File: src/rtl/sig_shift_pkg.sv
// Shared types and default geometry for the signature shift sequencer.
package sig_shift_pkg;

    typedef enum logic [1:0] {
        IDLE = 2'd0,
        RUN  = 2'd1,
        DONE = 2'd2
    } sig_state_e;

    localparam int         DEF_WIDTH = 8;
    localparam logic [7:0] DEF_TAPS  = 8'hB8;
    localparam int         DEF_CNT_W = 8;

endpackage

File: src/rtl/sig_shift_ctrl_if.sv
// Request/serial-stream/status bundle between a config master and the sequencer.
interface sig_shift_ctrl_if
    import sig_shift_pkg::*;
#(
    parameter int WIDTH = DEF_WIDTH,
    parameter int CNT_W = DEF_CNT_W
);

    logic             start;
    logic [WIDTH-1:0] seed;
    logic [CNT_W-1:0] nbits;
    logic             d_valid;
    logic             d;
    logic             d_ready;
    logic             busy;
    logic             done;
    logic [WIDTH-1:0] sig;

    modport master (
        output start, seed, nbits, d_valid, d,
        input  d_ready, busy, done, sig
    );

    modport slave (
        input  start, seed, nbits, d_valid, d,
        output d_ready, busy, done, sig
    );

endinterface

File: src/rtl/sig_shift_reg.sv
// Loadable shift register with XOR tap feedback mixed with a serial input bit.
module sig_shift_reg
    import sig_shift_pkg::*;
#(
    parameter int               WIDTH = DEF_WIDTH,
    parameter logic [WIDTH-1:0] TAPS  = WIDTH'(DEF_TAPS)
) (
    input  logic             clk,
    input  logic             reset,
    input  logic             load_i,
    input  logic [WIDTH-1:0] seed_i,
    input  logic             shift_i,
    input  logic             d_i,
    output logic [WIDTH-1:0] state_nxt_o
);

    logic [WIDTH-1:0] state_q;
    logic [WIDTH-1:0] state_d;
    logic             fb;

    assign fb = (^(state_q & TAPS)) ^ d_i;

    always_comb begin
        state_d = state_q;
        if (load_i) begin
            state_d = seed_i;
        end else if (shift_i) begin
            state_d = {state_q[WIDTH-2:0], fb};
        end
    end

    always_ff @(posedge clk or posedge reset) begin
        if (reset) begin
            state_q <= '0;
        end else begin
            state_q <= state_d;
        end
    end

    // Next-state is exported so the controller can capture the signature on the same edge.
    assign state_nxt_o = state_d;

endmodule

File: src/rtl/sig_shift_ctrl.sv
// Run sequencer: seeds the shift register, absorbs nbits serial beats, latches the signature.
module sig_shift_ctrl
    import sig_shift_pkg::*;
#(
    parameter int               WIDTH = DEF_WIDTH,
    parameter logic [WIDTH-1:0] TAPS  = WIDTH'(DEF_TAPS),
    parameter int               CNT_W = DEF_CNT_W
) (
    input  logic              clk,
    input  logic              reset,
    sig_shift_ctrl_if.slave   bus
);

    sig_state_e       state_q, state_d;
    logic [CNT_W-1:0] cnt_q, cnt_d;
    logic [WIDTH-1:0] sig_q;
    logic [WIDTH-1:0] shift_nxt;
    logic             load;
    logic             accept;

    assign accept = (state_q == RUN) && bus.d_valid;

    always_comb begin
        state_d = state_q;
        cnt_d   = cnt_q;
        load    = 1'b0;
        case (state_q)
            IDLE: begin
                if (bus.start) begin
                    load    = 1'b1;
                    cnt_d   = bus.nbits;
                    state_d = (bus.nbits != '0) ? RUN : DONE;
                end
            end
            RUN: begin
                if (accept) begin
                    cnt_d = cnt_q - CNT_W'(1);
                    if (cnt_q == CNT_W'(1)) begin
                        state_d = DONE;
                    end
                end
            end
            DONE:    state_d = IDLE;
            default: state_d = IDLE;
        endcase
    end

    always_ff @(posedge clk or posedge reset) begin
        if (reset) begin
            state_q <= IDLE;
            cnt_q   <= '0;
            sig_q   <= '0;
        end else begin
            state_q <= state_d;
            cnt_q   <= cnt_d;
            // Entry into DONE is the only time the signature moves.
            if (state_d == DONE) begin
                sig_q <= shift_nxt;
            end
        end
    end

    sig_shift_reg #(
        .WIDTH (WIDTH),
        .TAPS  (TAPS)
    ) u_reg (
        .clk         (clk),
        .reset       (reset),
        .load_i      (load),
        .seed_i      (bus.seed),
        .shift_i     (accept),
        .d_i         (bus.d),
        .state_nxt_o (shift_nxt)
    );

    assign bus.d_ready = (state_q == RUN);
    assign bus.busy    = (state_q == RUN) || (state_q == DONE);
    assign bus.done    = (state_q == DONE);
    assign bus.sig     = sig_q;

endmodule

File: src/flat_wrapper.sv
// flat-port wrapper written by rule: the top's interface ports become plain ports
module sig_shift_ctrl_flat import sig_shift_pkg::*;
#(
    parameter int               WIDTH = DEF_WIDTH,
    parameter logic [WIDTH-1:0] TAPS  = WIDTH'(DEF_TAPS),
    parameter int               CNT_W = DEF_CNT_W
)
  (clk, reset, bus_start, bus_seed, bus_nbits, bus_d_valid, bus_d, bus_d_ready, bus_busy, bus_done, bus_sig);
  sig_shift_ctrl_if #(.WIDTH(WIDTH), .CNT_W(CNT_W)) bus_i ();
  input  logic clk;
  input  logic reset;
  input wire logic [$bits(bus_i.start)-1:0] bus_start;
  input wire logic [$bits(bus_i.seed)-1:0] bus_seed;
  input wire logic [$bits(bus_i.nbits)-1:0] bus_nbits;
  input wire logic [$bits(bus_i.d_valid)-1:0] bus_d_valid;
  input wire logic [$bits(bus_i.d)-1:0] bus_d;
  output wire logic [$bits(bus_i.d_ready)-1:0] bus_d_ready;
  output wire logic [$bits(bus_i.busy)-1:0] bus_busy;
  output wire logic [$bits(bus_i.done)-1:0] bus_done;
  output wire logic [$bits(bus_i.sig)-1:0] bus_sig;
  assign bus_i.start = bus_start;
  assign bus_i.seed = bus_seed;
  assign bus_i.nbits = bus_nbits;
  assign bus_i.d_valid = bus_d_valid;
  assign bus_i.d = bus_d;
  assign bus_d_ready = bus_i.d_ready;
  assign bus_busy = bus_i.busy;
  assign bus_done = bus_i.done;
  assign bus_sig = bus_i.sig;
  sig_shift_ctrl #(.WIDTH(WIDTH), .TAPS(TAPS), .CNT_W(CNT_W)) u_core (.clk(clk), .reset(reset), .bus(bus_i));
endmodule
File: config.mk
export PLATFORM = sky130hd
export DESIGN_NAME = sig_shift_ctrl_flat
export DESIGN_NICKNAME = d
export VERILOG_FILES = /design/src/rtl/sig_shift_pkg.sv /design/src/rtl/sig_shift_ctrl_if.sv /design/src/rtl/sig_shift_reg.sv /design/src/rtl/sig_shift_ctrl.sv /design/src/flat_wrapper.sv
export SDC_FILE = /design/constraint.sdc
export NUM_CORES = 1
export LEC_CHECK = 0
export CAP_MARGIN = 20
export CORE_ASPECT_RATIO = 1.2
export CORE_MARGIN = 4
export CORE_UTILIZATION = 25
export CTS_CLUSTER_SIZE = 12
export DETAILED_ROUTE_END_ITERATION = 8
export GPL_TIMING_DRIVEN = 0
export HOLD_SLACK_MARGIN = 0.12
export PLACE_DENSITY_LB_ADDON = 0.3
export SYNTH_ARGS = -nofsm -noshare
export SYNTH_HDL_FRONTEND = slang
export SYNTH_SLANG_ARGS = --single-unit
File: constraint.sdc
create_clock -name clk -period 2.2 [get_ports clk]
set_input_delay 0.44 -clock clk [delete_from_list [all_inputs] [get_ports clk]]
set_output_delay 0.44 -clock clk [all_outputs]
set_load 0.01 [all_outputs]
== After elaboration in Yosys (flattened, before gate mapping) ==
Cells that the tools add are included.

* Register bits: 26
* Input bits: 21
* Output and inout bits: 11
* Word-level logic and storage cells: 31

* Add/subtract/negate cells: 1
* Equal/unequal tests: 6
* Mux-type cells: 12
* Bitwise logic cells: 1
* Reductions and logical operators: 7

{| class="wikitable"
|+ Operators by type and width
! kind !! count
|-
| two-way mux 8 bit || 4
|-
| one-hot mux 8 bit (2 select lines) || 1
|-
| equality test 8 x 1 -> 1 bit (second input constant) || 1
|-
| two-way mux 2 bit || 4
|-
| nonzero test 8 bit || 1
|-
| parity 8 bit || 1
|-
| subtractor 8 x 1 -> 8 bit (second input constant) || 1
|-
| equality test 2 bit (second input constant) || 2
|-
| one-hot mux 2 bit (2 select lines) || 1
|-
| AND reduction 3 bit || 1
|-
| equality test 2 x 1 -> 1 bit (second input constant) || 1
|-
| logical NOT 2 bit || 1
|-
| two-way mux 1 bit || 2
|-
| inequality test 2 x 1 -> 1 bit (second input constant) || 1
|-
| inequality test 2 bit (second input constant) || 1
|-
| nonzero test 2 bit || 1
|-
| logical AND 1 bit || 1
|-
| logical OR 1 bit || 1
|-
| bitwise XOR 1 bit || 1
|}

== Depth between registers and ports, before layout ==
Gate-level depths: netlist (run 1).

* Depth in word-level cells: 5
* Gate-level depth with buffers: 9
* Gate-level depth less buffers: 7

== Cells and area by module ==
From an unflattened synthesis (run 1), not the netlist that was laid out.

* Cells, all modules: 140
* Area, all modules: 1470.2 sq um

{| class="wikitable"
|+ Modules (own cells, without submodules)
! module !! instances !! cells an instance !! area each (sq um) !! seq. area each (sq um)
|-
| sig_shift_ctrl || 1 || 100 || 1052.3 || 450.4
|-
| sig_shift_reg || 1 || 40 || 417.9 || 200.2
|}

== Least setup slack after synthesis (run 1) ==
Ideal clock, no wire load.

* Kind: register to register
* Start: register u_core.state_q[1]
* End: register u_core.sig_q[0] (netlist: u_core.bus.sig[0])
* Library setup time: 0.128 ns
* Arrival time: 1.907 ns
* Slack: 0.165 ns
* Cell stages (with the launch flop): 9
* Period minus slack after synthesis: 2.035 ns
* Path through: dfrtp_1 > inv_1 > ha_1 > clkbuf_1 > nand2_1 > nand2_1 > o21ai_1 > mux2_2 > mux2_1

* Elaborated cells between the ends (all ways): 11
* Classes of those cells: eq/ne (2); mux (7); reduce/logical (2)

{| class="wikitable"
|+ RTL lines
! element !! RTL line !! source
|-
| from (decl) || sig_shift_ctrl.sv:14 || <nowiki>sig_state_e state_q, state_d;</nowiki>
|-
| from (signal assigned) || sig_shift_ctrl.sv:54 || <nowiki>state_q <= state_d;</nowiki>
|-
| equality test 2 x 1 -> 1 bit || - ||
|-
| net bus_d_ready || flat_wrapper.sv:17 || <nowiki>output wire logic [$bits(bus_i.d_ready)-1:0] bus_d_ready;</nowiki>
|-
| logical AND 1 bit || sig_shift_ctrl.sv:21 || <nowiki>assign accept = (state_q == RUN) && bus.d_valid;</nowiki>
|-
| two-way mux 8 bit || sig_shift_reg.sv:27 || <nowiki>end else if (shift_i) begin</nowiki>
|-
| two-way mux 8 bit || sig_shift_reg.sv:25 || <nowiki>if (load_i) begin</nowiki>
|-
| net u_core.shift_nxt[0] || sig_shift_ctrl.sv:17 || <nowiki>logic [WIDTH-1:0] shift_nxt;</nowiki>
|-
| to (signal assigned) || sig_shift_ctrl.sv:58 || <nowiki>sig_q <= shift_nxt;</nowiki>
|-
| to (decl) || sig_shift_ctrl.sv:16 || <nowiki>logic [WIDTH-1:0] sig_q;</nowiki>
|}

The timed path passes the listed nets, and every way through them passes these cells.
A chain may end at the register's enable or synchronous reset.

== Worst setup path in the final report (run 1) ==
* Start: input port bus_nbits[4]
* End: register u_core.sig_q[5] (netlist: u_core.bus.sig[5])

* Word-level cells in the longest chain between the ends: 5

{| class="wikitable"
|+ Ends and longest elaborated chain
! element !! RTL line !! source
|-
| from (decl) || flat_wrapper.sv:14 || <nowiki>input wire logic [$bits(bus_i.nbits)-1:0] bus_nbits;</nowiki>
|-
| nonzero test 8 bit || sig_shift_ctrl.sv:32 || <nowiki>state_d = (bus.nbits != '0) ? RUN : DONE;</nowiki>
|-
| two-way mux 2 bit || sig_shift_ctrl.sv:32 ||
|-
| two-way mux 2 bit || sig_shift_ctrl.sv:29 || <nowiki>if (bus.start) begin</nowiki>
|-
| one-hot mux 2 bit (2 select lines) || sig_shift_ctrl.sv:27 || <nowiki>case (state_q)</nowiki>
|-
| net u_core.state_d[0] || sig_shift_ctrl.sv:14 ||
|-
| equality test 2 bit || sig_shift_ctrl.sv:57 || <nowiki>if (state_d == DONE) begin</nowiki>
|}

The timed path passes the listed nets, and every way through them passes these cells.

==> results of run 1 <==
-- cell usage after synthesis (3+ instances only) --
master	instances	area share, %
mux2i_1	7	5.0
o21ai_1	6	2.1
ha_1	5	4.5
clkbuf_1	6	1.6
o22a_1	9	5.6
nor2_1	6	1.6
a21oi_1	6	2.1
or3_1	3	1.3
o21ai_0	6	2.1
mux2_1	8	6.4
nand2_1	17	4.6
dfrtp_1	26	46
inv_1	6	1.6
-- power by group --
group | switching (mW) | total (mW) | internal, mW
logic | 0.519 | 1.08 | 0.562
registers | 0.169 | 0.849 | 0.680
clock network | 0.134 | 0.257 | 0.122
total | 0.823 | 2.19 | 1.36
-- through the flow --
stage | setup TNS, ps | cells | area, um2
2_1_floorplan | 0 | 135 | 1400
3_3_place_gp | -2200 | 228 | 1790
3_5_place_dp | -2530 | 228 | 1790
4_1_cts | 0 | 230 | 1830
5_1_grt | 0 | 231 | 1880
6_report | 0 | 231 | 1880
-- routing by layer --
layer  vias to the layer above  GRT usage [%]
met5                         -              0
met4                         0           2.27
met3                         2           2.80
met2                        25           16.3
met1                       508           12.0
li1                        548              -
-- cell usage in the layout, fill, tap and decap left out, drive strengths merged --
master,synthesis,layout
inv,6,6
xnor3,1,1
and2,1,1
buf,1,2
nand4b,1,1
o21a,1,1
a21oi,6,6
nor2,6,6
mux2i,7,7
o31ai,1,1
dfrtp,26,26
nor4,2,2
nand2b,2,2
o22ai,1,1
clkdlybuf4s50,0,31
nor2b,2,2
and4,1,1
ha,5,5
or3,5,5
xnor2,2,2
a211o,1,1
mux2,9,9
a41oi,1,1
a21o,1,1
nand2,17,17
a31oi,1,1
o21ai,12,12
clkbuf,6,8
o22a,10,10
-- flip-flops by register name (all words and copies together), names as in the netlist --
signal                count
u_core.state_q            2
u_core.cnt_q              8
u_core.u_reg.state_q      8
u_core.bus.sig            8
-- cell type report --
class / count / area [um2] / share of cell area, %
plain buffers: 6 / 27.5 / 1.46
clock buffers: 3 / 41.3 / 2.19
inverters: 6 / 22.5 / 1.20
multi-input cells: 96 / 724 / 38.5
flip-flops and latches: 26 / 652 / 34.6
well taps: 62 / 77.6 / 4.12
repair buffers: 32 / 338 / 17.9
-- worst paths after layout --
check | start | end | slack (ps) | depth (start not counted)
min reg2reg | u_core.bus.sig[0] | u_core.bus.sig[0] | 500 | 1
max in group asynchronous | reset | u_core.state_q[0] | 1440 | 3
max | bus_nbits[4] | u_core.bus.sig[5] | 170 | 7
max reg2reg | u_core.cnt_q[2] | u_core.cnt_q[7] | 180 | 5
min in group clk | u_core.bus.sig[0] | u_core.bus.sig[0] | 500 | 1
min | reset | u_core.cnt_q[1] | 380 | 2
-- logic make-up (layout without fill, tap and decap cells) --
logic type	after synthesis	count (layout)	share of synthesized area, %
fa+ha+maj	5	5	4.46
buf+inv	13	47	3.57
simple gates	37	37	13.9
flops	26	26	46.4
xor+xnor	3	3	2.86
compound gates	35	35	16.5
mux	16	16	12.2
-- what timing repair did --
action,CTS,global route
gates resized for setup,2,7
pin swaps,0,2
endpoints found under the setup margin,16,8
==> run_results.csv, run 1 <==
group,metric,value,unit
synth,yosys_warnings,0,
routing,highest_layer,"met4",
sta,fmax,0.492,GHz
clocking,max-clock-path-buffers,2,
critical_path,cp_data_required_time,2350,ps
die,fp.coreArea,5370,um2
sta,timing.final.max_slew_violations,0,
clocking,cts.htree.levels,1,
sta,rsz0062_at_grt,"no",
power,vdd_drop_max,0.373,mV
routing,wl_met1,1430,um
clocking,clock-sinks,26,
synth,ys_seq_area_share,46.4,%
die,die-area,6870,um2
run,drv_cap,0,
final_layout,fin_util,35.1,%
critical_path,cp_max_fo,8,
final_layout,nets,197,
synth,ys.flop_type,"dfrtp_1",
die,io_pins,32,
die,dieHeight,90.0,um
grt,antenna_found_initial,0,
synth,async_flop_share,100,%
clocking,clk_latency,260,ps
critical_path,crit_type,"in -> reg",
synth,syn_nets,161,
grt,grt_pass1_wl,5550,um
clocking,post_cts_buffers,0,
synth,synthesis.area,1400,um2
place,pre_cts_ws,-205,ps
sta,setup_ws,167,ps
grt,track_usage,9.65,%
sta,skew,2.44,ps
clocking,cts_hold_buf,0,
outcome,status,"finished, final reports clean",
sta,fin_crit_sh,92.4,%
critical_path,worstSetupEndpointType,"register",
grt,grt_remaining_overflow,0,
final_layout,layout-drive-gt1-share,8.28,%
synth,syn_inst,135,
routing,ant_nets,0,
place,hpwl,2330,um
critical_path,crit_path_cell_trace,"clkdlybuf4s50_1 -> nor4_1 -> and4_1 -> o22ai_1 -> nand2b_1 -> buf_4 -> mux2_1",
synth,syn_avg_cell_area,10.4,um2
sta,hold_ws,379,ps
grt,grt_start_max_net_pins,27,
die,rows,29,
place,port_buffers,31,
hold_path,holdCritPathClass,"in -> async",
die,die_w,76.3,um
critical_path,slowest_stage,"clkdlybuf4s50_1",
power,p_leak,0.823,nW
clocking,clkTransAtPathRegs,80,ps
sta,min_period,2030,ps
clocking,cts-buffers-inserted,3,
sta,setup_viol,0,
sta,hold_violations,0,
critical_path,path_buf_inv,2,
routing,drc,0,
routing,met2_length,1420,um
routing,routed-via-count,1083,
synth,synth_cell_types,33,
clocking,cts_root_buffer,"clkbuf_8",
sta,max_slew_margin,70.6,%
final_layout,area_growth,34.4,%
power,pwr_density_cell,1160,nW/um2
sta,worstMarginPinSlew,441,ps
critical_path,critPathTopFamily,"simple AND/OR/NAND/NOR gates",
routing,totalWireLength,3030,um
routing,vias_per_cell,4.69,
place,gp_congestion,0.759,
routing,drtPass1Iterations,4,
critical_path,arrival,2180,ps
power,power,2.19,mW
die,start_util,26.1,%
synth,ys_seq_elements,26,
grt,grt_pass1_vias,1166,
synth,synth_edf_count,0,
routing,wl_met3,169,um
critical_path,slowest_delay,440,ps
routing,wl_per_cell,13.1,um
critical_path,crit_path_start_kind,"primary input",
final_layout,fill_cells,564,
final_layout,diodes,0,
routing,drtIter0Drc,46,
clocking,cts_tree,"done",
Note: power is estimated with default switching activity, not from simulation.
==> run 2: changes to the inputs <==
Settings changed: SETUP_SLACK_MARGIN set to 0.1.
==> run 2 against run 1 <==
Against the previous run:
- sequential share of layout area shrank 1.2 points
- maximum frequency grew 0.58%
- via count grew 2.1%
- flip-flop and latch count is the same
- first-iteration DRC count grew 28%
- clock power is essentially flat
- total power grew 3.7%
- die area is the same
- worst hold slack is essentially flat
- cell area grew 3.6%
- clock skew is essentially flat
- global-route usage grew 0.11 points
- critical path type is now reg -> reg
- largest cell class unchanged
- largest power group unchanged
- highest routed layer unchanged
==> run_results.csv, run 2 (synthesis results as in run 1) <==
group,metric,value,unit
outcome,status,"finished, final reports clean",
hold_path,holdCritPathClass,"in -> async",
die,rows,29,
critical_path,reg2reg_from,"u_core.cnt_q[2]",
grt,grtUsageMet1,12.5,%
critical_path,crit_type,"reg -> reg",
die,io_pins,32,
final_layout,fin_area,1950,um2
sta,setup_viol,0,
power,p_leak,0.863,nW
critical_path,arrival,2170,ps
critical_path,r2r-end,"u_core.cnt_q[7]",
clocking,cts_root_buffer,"clkbuf_8",
place,dp_cells,228,
critical_path,crit_path_cell_trace,"or3_4 -> or3_4 -> or3_1 -> o22a_1 -> o22a_1",
sta,worstMarginPinSlew,437,ps
final_layout,final_cells,235,
final_layout,area_growth,39.2,%
final_layout,fin_util,36.3,%
clocking,cts-buffers-inserted,3,
grt,grt_start_max_net_pins,27,
place,gp_congestion,0.759,
critical_path,slowest_delay,430,ps
critical_path,cp_data_required_time,2350,ps
critical_path,cp_max_fo,5,
grt,grt_remaining_overflow,0,
sta,rsz0062_at_grt,"no",
grt,grt_pass1_vias,1184,
routing,totalWireLength,3080,um
grt,track_usage,9.75,%
place,port_buffers,31,
sta,timing.final.max_slew_violations,0,
sta,hold_violations,0,
run,drv_cap,0,
sta,skew,2.37,ps
clocking,max-clock-path-buffers,2,
die,die-area,6870,um2
final_layout,nets,201,
power,pwr_density_cell,1160,nW/um2
critical_path,crit_path_start_kind,"register",
routing,wl_per_cell,13.1,um
sta,min_period,2020,ps
routing,ant_nets,0,
power,vdd_drop_max,0.376,mV
die,dieHeight,90.0,um
final_layout,layout_commonest_cell,"clkdlybuf4s50_1",
grt,antenna_found_initial,0,
routing,drc,0,
clocking,cts_hold_buf,0,
routing,vias_per_cell,4.71,
grt,grt_pass1_wl,5620,um
grt,met3_usage,2.80,%
clocking,cts.htree.levels,1,
final_layout,diodes,0,
critical_path,slowest_stage,"or3_4",
sta,fin_crit_sh,91.9,%
die,fp.coreArea,5370,um2
clocking,clock-sinks,26,
place,postPlaceCellArea,1790,um2
critical_path,worstSetupEndpointType,"register",
critical_path,rrSetupSlack,180,ps
routing,routed-via-count,1106,
grt,use_met2,16.1,%
clocking,clkTransAtPathRegs,80,ps
critical_path,r2r_cells,5,
die,die_w,76.3,um
grt,grt_busiest_layer,"met2",
die,start_util,26.1,%
sta,max_slew_margin,70.8,%
place,hpwl,2330,um
sta,fmax,0.495,GHz
final_layout,final_cell_mix,"31 x clkdlybuf4s50_1, 25 x dfrtp_1, 16 x nand2_1, 9 x o22a_1",
clocking,clk_latency,260,ps
clocking,cts_tree,"done",
final_layout,layout-drive-gt1-share,14.5,%
routing,drtPass1Iterations,4,
routing,drtIter0Drc,59,
## run 2: changes by cell type in the layout (fill, tap and decap cells not counted), sizes merged
cell	previous run	this run
buf	2	6
## run 2: timing repair
item | CTS | global route
resized for setup | 8 | 14
buffers inserted | 2 | 1
pin swaps | 2 | 6
setup endpoints to repair | 16 | 15
## run 2: area by class of cell
class / count / area (um2)
buffer: 7 / 47.5
clock buffer: 3 / 41.3
fill: 559 / 3420
inverter: 6 / 22.5
multi-input combinational: 96 / 746
sequential: 26 / 652
tap: 62 / 77.6
timing repair buffer: 35 / 364
## run 2: how the worst max path moves through the flow
| stage | start | endpoint | slack [ps] | cells past startpoint |
|---|---|---|---|---|
| floorplan | u_core.state_q[1] | u_core.bus.sig[0] | 170 | 8 |
| global placement | bus_nbits[3] | u_core.bus.sig[3] | -170 | 7 |
| detailed placement | u_core.state_q[1] | u_core.cnt_q[0] | -210 | 7 |
| CTS | u_core.state_q[1] | u_core.bus.sig[5] | 110 | 9 |
| global route | u_core.cnt_q[2] | u_core.cnt_q[7] | 110 | 5 |
| finish | u_core.cnt_q[2] | u_core.cnt_q[7] | 180 | 5 |
## run 2: power by group
group	leakage, nW	internal (mW)	switching [mW]
sequential	0.324	0.680	0.168
combinational	0.518	0.624	0.542
clock	0.0216	0.122	0.133
total	0.863	1.43	0.842
## run 2: through the flow
step           power, mW  worst slack (ps)  TNS (ps)  hold WS (ps)
2_1_floorplan       1.57               165         0           473
3_3_place_gp        1.91              -172     -2200           486
3_5_place_dp        1.93              -205     -2530           480
4_1_cts             2.24               108         0           507
5_1_grt             2.50               109         0           389
6_report            2.27               179         0           379
## run 2: metal layers
layer | up-vias | wire length, um
li1 | 558 | -
met1 | 521 | 1450
met2 | 25 | 1450
met3 | 2 | 169
met4 | 0 | 14
met5 | - | 0
## run 2: critical path: cells and delay by family (launching register included)
family	cells	cell delay (ps)
flip-flops	1	420
AO/OA/AOI/OAI	2	370
AND/OR/NAND/NOR	3	1120
==> run 3: changes to the inputs <==
Settings changed: CORE_UTILIZATION 25 to 49, SETUP_SLACK_MARGIN 0.1 to not set.
==> run 3 against run 2 <==
Against the previous run:
- first-iteration DRC count shrank 42%
- largest cell class unchanged
- worst hold slack worse by 65 ps
- total power decreased by 4.1%
- critical path depth rose by 4
- sequential power is essentially flat
- register-to-register slack lost 60 ps
- maximum frequency shrank 2.7%
- clock skew increased by 1.3 ps
- combinational power down 3%
- non-clock buffer count shrank 3
- routed wire length is 0.42% higher
- final cell count shrank 13%
==> run_results.csv, run 3 (synthesis results as in run 1) <==
group,metric,value,unit
sta,worstMarginPinSlew,453,ps
sta,timing.final.max_slew_violations,0,
critical_path,worstSetupEndpointType,"register",
critical_path,rrSetupSlack,120,ps
critical_path,crit_path_cell_trace,"inv_2 -> ha_4 -> buf_6 -> nand4b_1 -> nor4_2 -> o22ai_1 -> nand2b_4 -> buf_6 -> mux2_1",
sta,rsz0062_at_grt,"no",
sta,max_slew_margin,69.8,%
routing,vias_per_cell,5.58,
routing,wl_per_cell,15.1,um
routing,ant_nets,0,
critical_path,arrival,2290,ps
routing,drc,0,
place,gp_congestion,0.783,
critical_path,cpMostUsedCell,"buf_6",
power,pwr_density_cell,1180,nW/um2
die,io_pins,32,
critical_path,path_buf_inv,3,
final_layout,area_growth,31.5,%
sta,min_period,2080,ps
clocking,cts_hold_buf,0,
die,die-area,3780,um2
sta,hold_violations,0,
die,die_w,56.8,um
critical_path,critPathTopFamily,"simple AND/OR/NAND/NOR gates",
grt,grt_remaining_overflow,0,
die,rows,21,
final_layout,diodes,0,
grt,grt_pass1_vias,1194,
grt,grt_pass1_wl,5310,um
place,dp_cells,200,
sta,fin_crit_sh,94.4,%
final_layout,layout_commonest_cell,"clkdlybuf4s50_1",
clocking,cts.htree.levels,1,
critical_path,cp_max_fo,9,
die,start_util,50.8,%
clocking,cts_tree,"done",
routing,drtIter0Drc,34,
final_layout,layout-drive-gt1-share,10.0,%
routing,totalWireLength,3090,um
routing,routed-via-count,1139,
outcome,status,"finished, final reports clean",
clocking,max-clock-path-buffers,2,
power,vdd_drop_max,0.783,mV
critical_path,slowest_delay,430,ps
clocking,cts-buffers-inserted,3,
place,postPlaceCellArea,1750,um2
clocking,clk_latency,320,ps
power,p_leak,0.823,nW
routing,drtPass1Iterations,4,
hold_path,holdCritPathClass,"in -> async",
grt,antenna_found_initial,0,
sta,skew,3.62,ps
critical_path,cp_data_required_time,2410,ps
sta,setup_viol,0,
grt,grt_start_max_net_pins,27,
die,fp.coreArea,2760,um2
critical_path,slowest_stage,"dfrtp_1",
final_layout,final_cells,204,
die,dieHeight,66.6,um
critical_path,crit_path_start_kind,"register",
sta,fmax,0.481,GHz
clocking,cts_root_buffer,"clkbuf_4",
clocking,clock-sinks,26,
run,drv_cap,0,
place,port_buffers,31,
final_layout,nets,198,
clocking,clkTransAtPathRegs,130,ps
place,hpwl,2350,um
critical_path,crit_type,"reg -> reg",
final_layout,fin_area,1840,um2
grt,track_usage,17.9,%
final_layout,final_cell_mix,"31 x clkdlybuf4s50_1, 25 x dfrtp_1, 16 x nand2_1, 9 x o22a_1, 8 x mux2_1",
==> run 3: final timing paths <==
| kind | to | start | depth (start not counted) |
|---|---|---|---|
| setup reg to reg | u_core.bus.sig[7] | u_core.state_q[1] | 9 |
| hold / removal | u_core.cnt_q[3] | reset | 2 |
| hold reg to reg | u_core.bus.sig[0] | u_core.bus.sig[0] | 1 |
| setup / recovery | u_core.bus.sig[7] | u_core.state_q[1] | 9 |
| max in group asynchronous | u_core.state_q[0] | reset | 3 |
| min in group clk | u_core.bus.sig[0] | u_core.bus.sig[0] | 1 |
==> run 3: report_power, final <==
part | switching (mW) | internal (mW) | total, mW
logic | 0.546 | 0.581 | 1.13
registers | 0.170 | 0.678 | 0.848
clock network | 0.135 | 0.0642 | 0.199
total | 0.850 | 1.32 | 2.17
==> run 3: final cells by class <==
| class | instances | area (um2) |
|---|---|---|
| fill | 231 | 916 |
| multi-input combinational | 96 | 723 |
| sequential | 26 | 652 |
| timing repair buffer | 32 | 338 |
| buffer | 7 | 42.5 |
| tap | 34 | 42.5 |
| clock buffer | 3 | 22.5 |
| inverter | 6 | 22.5 |
==> run 3: per-layer routing <==
| metal | up-vias | wire length, um | part of all wire [%] | GRT usage [%] |
|---|---|---|---|---|
| met5 | - | 0 | 0 | 0 |
| met4 | 0 | 36 | 1.2 | 6.38 |
| met3 | 4 | 144 | 4.7 | 3.68 |
| met2 | 24 | 1630 | 53 | 31.8 |
| met1 | 561 | 1280 | 41 | 21.5 |
| li1 | 550 | - | - | - |
==> run 3: worst reg2reg max path: stages (launching register included) <==
cell      delay, ps
dfrtp_1         430
inv_2            90
ha_4            140
buf_6           130
nand4b_1        130
nor4_2          290
o22ai_1         160
nand2b_4        160
buf_6           130
mux2_1          320
==> run 3: through the flow <==
stage          TNS [ps]  setup WS, ps  total power [mW]  util, %  hold WS, ps
2_1_floorplan         0           165              1.57        -          473
3_3_place_gp      -1730          -173              1.86     63.6          475
3_5_place_dp      -2130          -175              1.93     63.6          484
4_1_cts               0          25.8              2.14     64.5          519
5_1_grt               0          19.0              2.36     66.8          315
6_report              0           122              2.17     66.8          314
==> run 3: timing repair <==
action                                  CTS  global route
resized for setup                         2            15
endpoints found under the setup margin   16            14
pin swaps                                 0             2
cloned                                    0             0
buffers inserted                          0             0
